### src/rtl/alu_pkg.sv
// alu_pkg: shared types and constants for the sequential ALU stage.
//   op_t      - 3-bit operation codes
//   state_t   - FSM states of alu_seq
//   FLAG_*    - bit positions inside the 3-bit {C, Z, N} flag vector
//   MUL_STEPS - shift-add iterations for an 8x8 multiply
package alu_pkg;
    typedef enum logic [2:0] {
        OP_ADD  = 3'b000,
        OP_SUB  = 3'b001,
        OP_AND  = 3'b010,
        OP_XOR  = 3'b011,
        OP_SHL  = 3'b100,
        OP_SHR  = 3'b101,
        OP_MUL  = 3'b110,
        OP_PASS = 3'b111
    } op_t;

    typedef enum logic [1:0] {
        IDLE,
        RUN,
        DONE
    } state_t;

    localparam int FLAG_C    = 2;
    localparam int FLAG_Z    = 1;
    localparam int FLAG_N    = 0;
    localparam int MUL_STEPS = 8;
endpackage

### src/rtl/alu_comb.sv
// alu_comb: combinational single-cycle ops (ADD, SUB, AND, XOR, PASS).
//   op   in  operation code
//   a, b in  operands
//   y    out result
//   c    out carry (ADD) / borrow (SUB), 0 otherwise
module alu_comb
    import alu_pkg::*;
#(
    parameter int W = 8
) (
    input  op_t          op,
    input  logic [W-1:0] a,
    input  logic [W-1:0] b,
    output logic [W-1:0] y,
    output logic         c
);
    logic [W:0] sum;
    logic [W:0] diff;

    always_comb begin
        sum  = {1'b0, a} + {1'b0, b};
        // top bit of the widened difference is set exactly when a < b
        diff = {1'b0, a} - {1'b0, b};
        y    = b;
        c    = 1'b0;
        case (op)
            OP_ADD:  {c, y} = sum;
            OP_SUB:  {c, y} = diff;
            OP_AND:  y = a & b;
            OP_XOR:  y = a ^ b;
            default: y = b;
        endcase
    end
endmodule

### src/rtl/alu_seq.sv
// alu_seq: multi-cycle ALU stage producing a one-cycle register-file write-back.
//   clk     in  rising-edge clock
//   reset   in  asynchronous active-low reset
//   start   in  request, sampled only in IDLE together with op/a/b/dst
//   busy    out high whenever not IDLE
//   done    out one-cycle completion pulse (wr_en mirrors it)
//   result  out result, valid with done and held afterwards
//   wr_addr out latched destination address
//   flags   out {C, Z, N}, updated on completion and held otherwise
module alu_seq
    import alu_pkg::*;
#(
    parameter int W  = 8,
    parameter int AW = 4
) (
    input  logic          clk,
    input  logic          reset,
    input  logic          start,
    input  logic [2:0]    op,
    input  logic [W-1:0]  a,
    input  logic [W-1:0]  b,
    input  logic [AW-1:0] dst,
    output logic          busy,
    output logic          done,
    output logic [W-1:0]  result,
    output logic          wr_en,
    output logic [AW-1:0] wr_addr,
    output logic [2:0]    flags
);
    state_t          state_q, state_d;
    op_t             op_q, op_d;
    logic [2*W-1:0]  acc_q, acc_d;
    logic [2*W-1:0]  mcand_q, mcand_d;
    logic [W-1:0]    mplier_q, mplier_d;
    logic [3:0]      cnt_q, cnt_d;
    logic [W-1:0]    result_q, result_d;
    logic [2:0]      flags_q, flags_d;
    logic [AW-1:0]   wr_addr_q, wr_addr_d;

    logic [W-1:0]    comb_y;
    logic            comb_c;
    logic            fin;
    logic [W-1:0]    fin_res;
    logic            fin_c;
    logic            is_shift;

    alu_comb #(.W(W)) u_comb (
        .op (op_t'(op)),
        .a  (a),
        .b  (b),
        .y  (comb_y),
        .c  (comb_c)
    );

    assign is_shift = (op == OP_SHL) || (op == OP_SHR);

    always_comb begin
        state_d   = state_q;
        op_d      = op_q;
        acc_d     = acc_q;
        mcand_d   = mcand_q;
        mplier_d  = mplier_q;
        cnt_d     = cnt_q;
        result_d  = result_q;
        flags_d   = flags_q;
        wr_addr_d = wr_addr_q;
        fin       = 1'b0;
        fin_res   = comb_y;
        fin_c     = comb_c;
        case (state_q)
            IDLE: begin
                if (start) begin
                    op_d      = op_t'(op);
                    wr_addr_d = dst;
                    if (op == OP_MUL) begin
                        acc_d    = '0;
                        mcand_d  = {{W{1'b0}}, a};
                        mplier_d = b;
                        cnt_d    = 4'(MUL_STEPS);
                        state_d  = RUN;
                    end else if (is_shift && b[2:0] != 3'd0) begin
                        acc_d   = {{W{1'b0}}, a};
                        cnt_d   = {1'b0, b[2:0]};
                        state_d = RUN;
                    end else begin
                        // shift by zero passes a through with no carry
                        fin     = 1'b1;
                        fin_res = is_shift ? a : comb_y;
                        fin_c   = is_shift ? 1'b0 : comb_c;
                    end
                end
            end
            RUN: begin
                cnt_d = cnt_q - 4'd1;
                if (op_q == OP_MUL) begin
                    acc_d    = acc_q + (mplier_q[0] ? mcand_q : '0);
                    mcand_d  = mcand_q << 1;
                    mplier_d = mplier_q >> 1;
                    fin_c    = |acc_d[2*W-1:W];
                end else begin
                    acc_d = (op_q == OP_SHL) ? {{W{1'b0}}, acc_q[W-2:0], 1'b0}
                                             : {{(W+1){1'b0}}, acc_q[W-1:1]};
                    fin_c = (op_q == OP_SHL) ? acc_q[W-1] : acc_q[0];
                end
                fin_res = acc_d[W-1:0];
                fin     = (cnt_d == 4'd0);
            end
            DONE:    state_d = IDLE;
            default: state_d = IDLE;
        endcase
        // result and flags are loaded on the edge entering DONE so they are valid with done
        if (fin) begin
            state_d         = DONE;
            result_d        = fin_res;
            flags_d[FLAG_C] = fin_c;
            flags_d[FLAG_Z] = (fin_res == '0);
            flags_d[FLAG_N] = fin_res[W-1];
        end
    end

    always_ff @(posedge clk or negedge reset) begin
        if (!reset) begin
            state_q   <= IDLE;
            op_q      <= OP_ADD;
            acc_q     <= '0;
            mcand_q   <= '0;
            mplier_q  <= '0;
            cnt_q     <= '0;
            result_q  <= '0;
            flags_q   <= '0;
            wr_addr_q <= '0;
        end else begin
            state_q   <= state_d;
            op_q      <= op_d;
            acc_q     <= acc_d;
            mcand_q   <= mcand_d;
            mplier_q  <= mplier_d;
            cnt_q     <= cnt_d;
            result_q  <= result_d;
            flags_q   <= flags_d;
            wr_addr_q <= wr_addr_d;
        end
    end

    assign busy    = (state_q != IDLE);
    assign done    = (state_q == DONE);
    assign wr_en   = done;
    assign result  = result_q;
    assign flags   = flags_q;
    assign wr_addr = wr_addr_q;
endmodule
### config.mk
export PLATFORM = sky130hd
export DESIGN_NAME = alu_seq
export DESIGN_NICKNAME = d
export VERILOG_FILES = /design/src/rtl/alu_pkg.sv /design/src/rtl/alu_comb.sv /design/src/rtl/alu_seq.sv
export SDC_FILE = /design/constraint.sdc
export NUM_CORES = 1
export LEC_CHECK = 0
export CAP_MARGIN = 40
export CORE_ASPECT_RATIO = 1.2
export CORE_UTILIZATION = 26
export CTS_CLUSTER_SIZE = 28
export DETAILED_ROUTE_END_ITERATION = 8
export SYNTH_ARGS = -nofsm -noshare
export SYNTH_HDL_FRONTEND = slang
export SYNTH_SLANG_ARGS = --single-unit
### constraint.sdc
create_clock -name clk -period 2.9 [get_ports clk]
set_input_delay 0.725 -clock clk [delete_from_list [all_inputs] [get_ports clk]]
set_output_delay 0.725 -clock clk [all_outputs]
set_load 0.1 [all_outputs]
* Word level (Yosys, flattened, before mapping)
Cells that the tools add are included.
** Word-level totals
- Register bits :: 64
- Input port bits :: 26
** Cells by class
- $add $sub $neg :: 4
- Equal/unequal tests :: 17
- Muxes and demuxes :: 42
- Bitwise gates (word level) :: 2
- Reductions and logical operators :: 14
** Operators with widths (count)
- 16-bit 2-to-1 mux :: 8
- 8-bit 2-to-1 mux :: 8
- 16-bit case mux with 2 select lines :: 2
- 8-bit case mux with 2 select lines :: 2
- 8-bit case mux with 4 select lines :: 1
- 16-bit adder :: 1
- 3-bit equality test, second input constant :: 5
- 4-bit 2-to-1 mux :: 3
- 8-bit by 8-bit adder with 9-bit output :: 1
- 1-bit 2-to-1 mux :: 9
- 8-bit by 8-bit subtractor with 9-bit output :: 1
- 8-bit bitwise AND :: 1
- 8-bit zero test :: 1
- 2-bit 2-to-1 mux :: 4
- 2-bit != test, second input constant :: 4
- 4-bit case mux with 2 select lines :: 1
- 8-bit OR reduction :: 1
- 8-bit XOR :: 1
- 3-bit by 2-bit equality test with 1-bit output, second input constant :: 2
- 3-bit != test, second input constant :: 2
- 1-bit case mux with 2 select lines :: 3
- 3-bit AND reduction :: 2
- 4-bit zero test :: 1
- 4-bit != test, second input constant :: 1
- other kinds (13) :: 14

* Depth between registers and ports, before layout
Gate-level depths: netlist (run 1).
- Depth in word-level cells :: 9
- Mapped depth :: 12
- Gate-level depth less buffers :: 11

* Modules after synthesis
A second synthesis (run 1) with hierarchy kept.
** Unflattened totals
- Cells, all modules :: 600
- Area total of the unflattened synthesis :: 5079.9 um^2
** Modules (own cells, without submodules)
- alu_seq :: instances 1, cells an instance 444, area an instance 3982.6 um^2, sequential area each 1576.5 um^2
- alu_comb :: instances 1, cells an instance 156, area an instance 1097.3 um^2, sequential area each 0.0 um^2

* Least setup slack after synthesis (run 1)
OpenSTA, ideal clock, no wires.
- Kind :: reg2out
- Start :: register state_q[1]
- End :: output port wr_en
- Data arrival time :: 2439 ps
- Setup slack :: -264 ps
- Stages on the path, launching flop included :: 4
- Path buffers :: 2
- Cell sequence :: dfrtp_1 clkbuf_1 nor2b_1 buf_4
** Between the ends
- Cells in the longest elaborated chain, start to end :: 1
** Ends and longest elaborated chain
- from (decl) :: line alu_seq.sv:30 : state_t state_q, state_d;
- from (signal assigned) :: line alu_seq.sv:133 : state_q <= state_d;
- 2-bit equality test :: line alu_seq.sv:146 : assign done = (state_q == DONE);
- to (decl) :: line alu_seq.sv:26 : output logic wr_en,
No other way between the ends.

* Worst setup path in the final report (run 1)
- Start :: register mplier_q[0]
- End :: register flags_q[2], in the netlist flags[2]
** Between the ends
- Cells in the longest elaborated chain, start to end :: 5
** Ends and longest elaborated chain
- from (decl) :: line alu_seq.sv:34 : logic [W-1:0] mplier_q, mplier_d;
- from (signal assigned) :: line alu_seq.sv:137 : mplier_q <= mplier_d;
- 16-bit 2-to-1 mux :: line alu_seq.sv:96 : acc_d = acc_q + (mplier_q[0] ? mcand_q : '0);
- 16-bit adder :: line alu_seq.sv:96
- 8-bit OR reduction :: line alu_seq.sv:99 : fin_c = |acc_d[2*W-1:W];
- 1-bit 2-to-1 mux :: line alu_seq.sv:95 : if (op_q == OP_MUL) begin
- 1-bit case mux with 2 select lines :: line alu_seq.sv:70 : case (state_q)
- to (signal assigned) :: line alu_seq.sv:140 : flags_q <= flags_d;
- to (decl) :: line alu_seq.sv:37 : logic [2:0] flags_q, flags_d;
No other way between the ends.
A chain may end at the register's enable or synchronous reset.

==> results of run 1 <==
routing by layer:
metal	part of all wire (%)	GRT usage [%]	vias to the layer above
li1	-	-	2421
met1	43	20.5	2338
met2	49	27.4	129
met3	3.5	2.96	38
met4	3.8	7.90	0
met5	0	0	-
worst paths after layout:
path | endpoint | slack [ps] | cells after the start
worst max-delay path | flags[2] | -60 | 11
worst min-delay path | acc_q[9] | 490 | 2
worst max register to register | flags[2] | -60 | 11
worst min register to register | acc_q[9] | 490 | 2
max in group asynchronous | flags[0] | 1800 | 2
min in group asynchronous | mcand_q[14] | 570 | 2
placed cells by master, fill, tap and decap left out, types with 9 or more instances in the layout:
| cell | n |
|---|---|
| a22o_1 | 14 |
| nor2_1 | 51 |
| xnor2_1 | 10 |
| clkbuf_16 | 9 |
| o21ai_0 | 29 |
| a21oi_1 | 36 |
| ha_4 | 9 |
| nor3_1 | 10 |
| ha_1 | 23 |
| inv_1 | 17 |
| clkdlybuf4s50_1 | 13 |
| buf_4 | 125 |
| nand2_1 | 72 |
| nand2b_1 | 11 |
| dfrtp_1 | 63 |
| and2_1 | 18 |
| mux2_2 | 9 |
| nand3_1 | 12 |
| a31oi_1 | 21 |
| mux2i_1 | 9 |
registers in the layout (all words and copies together) (netlist names):
| signal | count |
|---|---|
| acc_q | 16 |
| mcand_q | 16 |
| mplier_q | 8 |
| result | 7 |
| cnt_q | 4 |
| wr_addr | 4 |
| flags | 3 |
| op_q | 3 |
| state_q | 2 |
layout make-up:
class / instances / area [sq um] / share of cell area, %
multi-input cells: 475 / 3480 / 49.6
flip-flops and latches: 63 / 1580 / 22.5
repair buffers: 153 / 1220 / 17.3
well taps: 256 / 320 / 4.56
clock buffers: 10 / 239 / 3.40
inverters: 25 / 93.8 / 1.34
clock inverters: 6 / 92.6 / 1.32
power by group:
| part | internal [mW] | leakage, nW | switching (mW) |
|---|---|---|---|
| clock | 0.780 | 0.155 | 0.427 |
| combinational | 1.71 | 2.18 | 2.87 |
| sequential | 1.23 | 0.779 | 0.327 |
| total | 3.72 | 3.11 | 3.63 |
worst max-delay path, cell delays in order, from the launching register on:
cell	delay (ps)
dfrtp_1	420
and2_4	190
ha_4	150
fa_2	370
a211oi_2	230
nor2_1	80
o41a_1	440
o21ai_2	200
mux2i_1	220
a21oi_1	100
nand4b_1	190
o31a_1	250
cells by family (layout without fill, tap and decap cells):
logic type | after synthesis | count (layout) | synth area share (%)
mux | 20 | 20 | 4.48
simple gates | 224 | 224 | 21.7
xor+xnor | 16 | 16 | 2.81
flops | 63 | 63 | 31.6
fa+ha+maj | 37 | 37 | 9.72
compound gates | 178 | 178 | 24.9
buf+inv | 57 | 194 | 4.76
repair_timing:
action | CTS | global route
gates resized for setup | 66 | 24
setup endpoints to repair | 7 | 5
pin swaps | 18 | 25
setup buffers | 6 | 7
==> impl_metrics.py, run 1 <==
metrics = {
    "finish": {
        "stdcell_area_sq_mm": 0.00702,
        "nets": 790,
        "layout.core_utilization_pct": 37.2,
        "layout-drive-gt1-share_pct": 31.6,
        "n_fill_cell": 1926,
        "antenna_cells": 0,
        "stdcell_count": 988,
        "syn2layout_area_growth_pct": 40.6,
    },
    "placement": {
        "dpl_cell_area_sq_mm": 0.00633,
        "dp_hpwl_microns": 12100,
        "io_buffers": 43,
        "dp.cells": 962,
        "post-place-ws_ps": -855,
        "gp_congestion": 0.887,
    },
    "min_path": {
        "hold_class": "reg -> reg",
        "min_from": "acc_q[9]",
    },
    "global_route": {
        "grt_max_degree": 64,
        "grt_pass1_wl_microns": 25300,
        "antenna_found_initial": 0,
        "gr-total-overflow": 0,
        "grt_pass1_vias": 4926,
        "grt_usage_pct": 16.5,
    },
    "critical_path": {
        "cp.arrival_ps": 3180,
        "crit_start": "mplier_q[0]",
        "end_kind": "flop",
        "crit_type": "reg -> reg",
        "worstPathRequired_ps": 3130,
        "cp-start-kind": "flop",
        "path_max_fanout": 4,
        "r2r_start": "mplier_q[0]",
    },
    "logic_synthesis": {
        "synth_top_area_cell": "dfrtp_1",
        "synth_cells": 595,
        "synth.most_common_cell": "nand2_1",
        "synth_cell_types": 76,
        "synth_warnings": 0,
        "ys_seq_area_share_pct": 31.6,
        "synth_nets": 658,
        "syn_avg_cell_area_sq_um": 8.39,
        "netlist.area_leader.share_pct": 31.6,
        "synth-edff-count": 0,
        "syn-cell-area_sq_mm": 0.00499,
        "synthFlopType": "dfrtp_1",
        "ys_top_cells_by_area": "dfrtp_1 (32%), ha_1 (8.5%), nand2_1 (5.4%)",
        "async_flop_share_pct": 100,
        "ys_seq_elements": 63,
        "synthTopCellsByCount": "nand2_1 (72), dfrtp_1 (63), nor2_1 (54), a21oi_1 (39), ha_1 (34)",
    },
    "detailed_routing": {
        "drt-pass1-iter-count": 5,
        "vias_per_cell": 4.99,
        "wl_microns": 16000,
        "wl_per_cell_microns": 16.2,
        "drc_errors": 0,
        "first_iter_violations": 274,
        "detail-route-antenna-nets": 0,
        "vias": 4926,
    },
    "clocking": {
        "htreeDepth": 3,
        "clk_pin_slew_ps": 60,
        "ctsHoldBuffers": 0,
        "cts_root_buf": "clkbuf_16",
        "tritoncts": "built",
        "cts_made_buffers": 9,
        "clock-sinks": 63,
        "clockBufferDepth": 2,
        "insertion_delay_ps": 340,
    },
    "timing": {
        "rsz0062_at_grt": "true",
        "post-route-period-util_pct": 102,
        "skew_ps": 8.83,
        "hold_slack_ps": 487,
        "drv_slew": 0,
        "relSlewSlack_pct": 41.9,
        "worst_slew_pin_slew_ps": 850,
        "totalNegativeSetupSlack_ps": -60.0,
        "fin_ws_ps": -59.5,
        "fin_crit_ps": 2960,
        "setup_viol": 2,
        "hold_viol": 0,
        "max_freq_mhz": 338,
    },
    "flow_run": {
        "maxCapViolCount": 0,
    },
    "floorplanning": {
        "die-area_sq_mm": 0.0198,
        "core_sq_mm": 0.0189,
        "die_h_microns": 154,
        "rows": 55,
        "die_w_microns": 129,
        "start_util_pct": 26.5,
        "ios": 44,
    },
    "power_and_ir_drop": {
        "leakagePower_nw": 3.11,
        "pwr_density_cell_mw_per_mm2": 1050,
        "peakVddDrop_v": 0.000490,
        "p_total_mw": 7.35,
    },
    "run_status": {
        "failed_checks": "setup timing",
        "status": "finished, violations left",
    },
}
No activity file was read; power rests on OpenSTA's default activity.
==> run 2: changes to the inputs <==
SLEW_MARGIN = 40   (was unset)
==> impl_metrics.py, run 2 (synthesis results as in run 1) <==
metrics = {
    "detailed_routing": {
        "vias": 4945,
        "drt-pass1-iter-count": 5,
        "first_iter_violations": 338,
        "drc_errors": 0,
        "wl_per_cell_microns": 16.2,
        "vias_per_cell": 5.01,
        "detail-route-antenna-nets": 0,
        "wl_microns": 16000,
    },
    "timing": {
        "fin_crit_ps": 2960,
        "drv_slew": 0,
        "totalNegativeSetupSlack_ps": -61.2,
        "setup_viol": 1,
        "max_freq_mhz": 338,
        "relSlewSlack_pct": 44.2,
        "post-route-period-util_pct": 102,
        "fin_ws_ps": -61.2,
        "rsz0062_at_grt": "true",
        "hold_viol": 0,
        "skew_ps": 6.57,
        "worst_slew_pin_slew_ps": 815,
    },
    "clocking": {
        "clock-sinks": 63,
        "tritoncts": "built",
        "cts_root_buf": "clkbuf_16",
        "insertion_delay_ps": 340,
        "htreeDepth": 3,
        "clk_pin_slew_ps": 60,
        "clockBufferDepth": 2,
        "ctsHoldBuffers": 0,
        "cts_made_buffers": 9,
    },
    "run_status": {
        "status": "finished, violations left",
        "failed_checks": "setup timing",
    },
    "floorplanning": {
        "start_util_pct": 26.5,
        "ios": 44,
        "die_w_microns": 129,
        "die_h_microns": 154,
        "rows": 55,
        "die-area_sq_mm": 0.0198,
        "core_sq_mm": 0.0189,
    },
    "power_and_ir_drop": {
        "switching_power_mw": 3.62,
        "clkPwrFrac_pct": 16.4,
        "internal_power_mw": 3.72,
        "p_sw_share_pct": 49.3,
        "pwr_density_cell_mw_per_mm2": 1040,
        "peakVddDrop_v": 0.000498,
        "p_seq_share_pct": 21.2,
        "leakagePower_nw": 3.11,
        "p_total_mw": 7.34,
        "p_comb_share_pct": 62.3,
    },
    "placement": {
        "io_buffers": 43,
        "dp_hpwl_microns": 12100,
        "post-place-ws_ps": -855,
        "gp_congestion": 0.887,
    },
    "global_route": {
        "grt_pass1_vias": 4893,
        "grt_usage_pct": 16.5,
        "antenna_found_initial": 0,
        "grt_pass1_wl_microns": 25200,
        "grt_max_degree": 64,
        "gr-total-overflow": 0,
    },
    "finish": {
        "reg_top3": "acc_q (16), mcand_q (16), mplier_q (8)",
        "n_fill_cell": 1929,
        "final_cell_mix": "buf_4 (124), nand2_1 (72), dfrtp_1 (63)",
        "multi_input_area_sq_mm": 0.00348,
        "antenna_cells": 0,
        "layout_commonest_cell": "buf_4",
        "layout-drive-gt1-share_pct": 31.6,
        "syn2layout_area_growth_pct": 40.7,
        "seq_area_sq_mm": 0.00158,
        "nets": 790,
    },
    "critical_path": {
        "cp-start-kind": "flop",
        "path_max_fanout": 4,
        "crit_type": "reg -> reg",
        "worstPathRequired_ps": 3120,
        "end_kind": "flop",
        "cp.arrival_ps": 3180,
        "r2r_cells": 11,
    },
    "flow_run": {
        "maxCapViolCount": 0,
    },
    "min_path": {
        "hold_class": "in -> async",
    },
}
[run 2: worst max-delay path, cell delays in order, from the launching register on]
cell and delay, ps:
dfrtp_1 420, and2_4 190, ha_4 150, fa_2 370
a211oi_2 240, nor2_1 80, o41a_1 440, o21ai_2 210
mux2i_1 220, a21oi_1 100, nand4b_1 190, o31a_1 250
[run 2: what timing repair did]
action                                  in CTS  in global routing
pin swaps                                   18                 25
endpoints found under the setup margin       7                  5
resized for setup                           64                 26
buffers inserted                             6                  7
endpoints found under the hold margin        0                  0
[run 2: area by class of cell]
class,count,share of cell area (%)
Clock buffer,10,3.40
Clock inverter,6,1.32
Inverter,25,1.34
Multi-Input combinational cell,475,49.6
Sequential cell,63,22.4
Tap cell,256,4.56
Timing Repair Buffer,153,17.4
[run 2: worst paths after layout]
path	startpoint	endpoint	slack, ps
min in group clk	acc_q[9]	acc_q[9]	490
max in group asynchronous	reset	wr_addr[3]	2010
worst max-delay path	mplier_q[0]	flags[2]	-60
worst min-delay path	reset	acc_q[8]	470
worst min register to register	acc_q[9]	acc_q[9]	490
worst max register to register	mplier_q[0]	flags[2]	-60
[run 2: routing by layer]
metal	part of all wire (%)	vias to the layer above	wire length (microns)	global-route usage, %
met3	4.5	50	719	2.89
met1	43	2334	6820	20.6
met2	48	148	7710	27.3
met5	0	-	0	0
li1	-	2413	-	-
met4	4.4	0	706	7.62
[run 2: power groups by stage]
stage	Clock [mW]	Combinational, mW	Sequential (mW)
floorplan	0	2.50	2.14
global placement	0	4.30	1.55
detailed placement	0	4.35	1.55
CTS	1.23	4.43	1.54
global route	1.27	5.00	1.61
finish	1.21	4.58	1.56
[run 2: through the flow]
| stage | utilization, % | std cells | hold slack (ps) | instance area (sq um) |
|---|---|---|---|---|
| final | 37.3 | 988 | 471 | 7030 |
| after global routing | 37.3 | 988 | 518 | 7030 |
| after CTS | 36.3 | 982 | 490 | 6840 |
| after detailed placement | 33.6 | 962 | 478 | 6330 |
| after global placement | 33.6 | 962 | 471 | 6330 |
| after floorplan | - | 595 | 429 | 5000 |
==> run 3: changes to the inputs <==
SLEW_MARGIN = 25   (was 40)
==> impl_metrics.py, run 3 (synthesis results as in run 1) <==
metrics = {
    "run_status": {
        "status": "finished, violations left",
        "failed_checks": "setup timing",
    },
    "power_and_ir_drop": {
        "pwr_density_cell_mw_per_mm2": 1040,
        "p_comb_share_pct": 62.4,
        "switching_power_mw": 3.63,
        "p_sw_share_pct": 49.4,
        "p_seq_share_pct": 21.2,
        "p_total_mw": 7.36,
        "peakVddDrop_v": 0.000490,
        "internal_power_mw": 3.73,
        "leakagePower_nw": 3.12,
        "clkPwrFrac_pct": 16.4,
    },
    "placement": {
        "dp_hpwl_microns": 12100,
        "gp_congestion": 0.887,
        "io_buffers": 43,
    },
    "global_route": {
        "gr-total-overflow": 0,
        "grt_max_degree": 64,
        "antenna_found_initial": 0,
        "grt_usage_pct": 16.5,
        "grt_pass1_vias": 4926,
        "grt_pass1_wl_microns": 25300,
    },
    "timing": {
        "skew_ps": 8.54,
        "fin_crit_ps": 2960,
        "max_freq_mhz": 338,
        "rsz0062_at_grt": "true",
        "drv_slew": 0,
        "worst_slew_pin_slew_ps": 826,
        "hold_viol": 0,
        "relSlewSlack_pct": 43.5,
        "setup_viol": 1,
        "fin_ws_ps": -62.7,
        "hold_slack_ps": 315,
        "post-route-period-util_pct": 102,
    },
    "detailed_routing": {
        "wl_microns": 16000,
        "detail-route-antenna-nets": 0,
        "vias_per_cell": 5.01,
        "first_iter_violations": 282,
        "wl_per_cell_microns": 16.1,
        "vias": 4952,
        "drt-pass1-iter-count": 5,
        "drc_errors": 0,
    },
    "clocking": {
        "cts_made_buffers": 9,
        "tritoncts": "built",
        "htreeDepth": 3,
        "clock-sinks": 63,
        "clk_pin_slew_ps": 60,
        "clockBufferDepth": 2,
        "cts_root_buf": "clkbuf_16",
        "insertion_delay_ps": 340,
        "ctsHoldBuffers": 0,
    },
    "floorplanning": {
        "core_sq_mm": 0.0189,
        "rows": 55,
        "die_w_microns": 129,
        "ios": 44,
        "die-area_sq_mm": 0.0198,
        "die_h_microns": 154,
        "start_util_pct": 26.5,
    },
    "critical_path": {
        "critPathBufInv": 0,
        "path_max_fanout": 4,
        "worstPathRequired_ps": 3120,
        "slowest_delay_ps": 440,
        "cp.arrival_ps": 3190,
        "cp-start-kind": "flop",
        "slowest_stage": "o41a_1",
        "end_kind": "flop",
        "crit_type": "reg -> reg",
        "crit_chain": "and2_4 > ha_4 > fa_2 > a211oi_2 > nor2_1 > o41a_1 > o21ai_2 > mux2i_1 > a21oi_1 > nand4b_1 > o31a_1",
        "cp_top_family": "compound AO/OA/AOI/OAI gates",
    },
    "finish": {
        "syn2layout_area_growth_pct": 41.1,
        "antenna_cells": 0,
        "seq_area_sq_mm": 0.00158,
        "final_cell_mix": "buf_4 (125), nand2_1 (72), dfrtp_1 (63)",
        "multi_input_area_sq_mm": 0.00348,
        "n_fill_cell": 1924,
        "nets": 791,
        "reg_top3": "acc_q (16), mcand_q (16), mplier_q (8)",
        "layout_commonest_cell": "buf_4",
        "layout-drive-gt1-share_pct": 31.7,
    },
    "flow_run": {
        "maxCapViolCount": 0,
    },
    "min_path": {
        "hold_class": "in -> async",
    },
}
## run 3: per-stage QoR
step	TNS [ps]	worst slack (ps)	instance area (sq um)	cells	util, %
final	-62.7	-62.7	7050	989	37.4
after global routing	-382	-204	7050	989	37.4
after CTS	-18.6	-18.6	6850	982	36.4
after detailed placement	-5110	-855	6330	962	33.6
after global placement	-4870	-791	6330	962	33.6
after floorplan	0	18.2	5000	595	-
## run 3: power groups by stage
| stage | clock [mW] | sequential, mW | combinational, mW |
|---|---|---|---|
| floorplan | 0 | 2.14 | 2.50 |
| global placement | 0 | 1.55 | 4.30 |
| detailed placement | 0 | 1.55 | 4.35 |
| CTS | 1.23 | 1.54 | 4.44 |
| global route | 1.27 | 1.60 | 5.01 |
| finish | 1.21 | 1.56 | 4.59 |
## run 3: final timing paths
kind / startpoint / end / slack (ps) / depth (start not counted)
min reg2reg: acc_q[9] / acc_q[9] / 490 / 2
min: reset / acc_q[11] / 320 / 2
max reg2reg: mplier_q[0] / flags[2] / -60 / 11
min in group clk: acc_q[9] / acc_q[9] / 490 / 2
max: mplier_q[0] / flags[2] / -60 / 11
max in group asynchronous: reset / result[0] / 2080 / 3
## run 3: worst reg2reg max path: cells and delay by family, from the launching register on
kind                     cells  cell delay [ps]
adder cells (fa/ha/maj)      2              520
AND/OR/NAND/NOR              3              460
AO/OA/AOI/OAI                5             1230
multiplexers                 1              220
flip-flops                   1              420
## run 3: layout make-up
type	instances	area share, %
clock inverters	6	1.31
flip-flops and latches	63	22.4
repair buffers	154	17.7
inverters	25	1.33
clock buffers	10	3.39
well taps	256	4.54
multi-input cells	475	49.4
## run 3: timing repair
| action | CTS | global route |
|---|---|---|
| setup endpoints to repair | 7 | 5 |
| pin swaps | 18 | 25 |
| endpoints found under the hold margin | 0 | 0 |
| buffers inserted | 6 | 7 |
| gates resized for setup | 66 | 24 |
## run 3: per-layer routing
layer  global-route usage (%)  vias up  wire (microns)
met4                     7.90        0             631
met1                     20.5     2321            6730
met5                        0        -               0
met2                     27.4      167            7850
met3                     2.96       40             751
li1                         -     2424               -
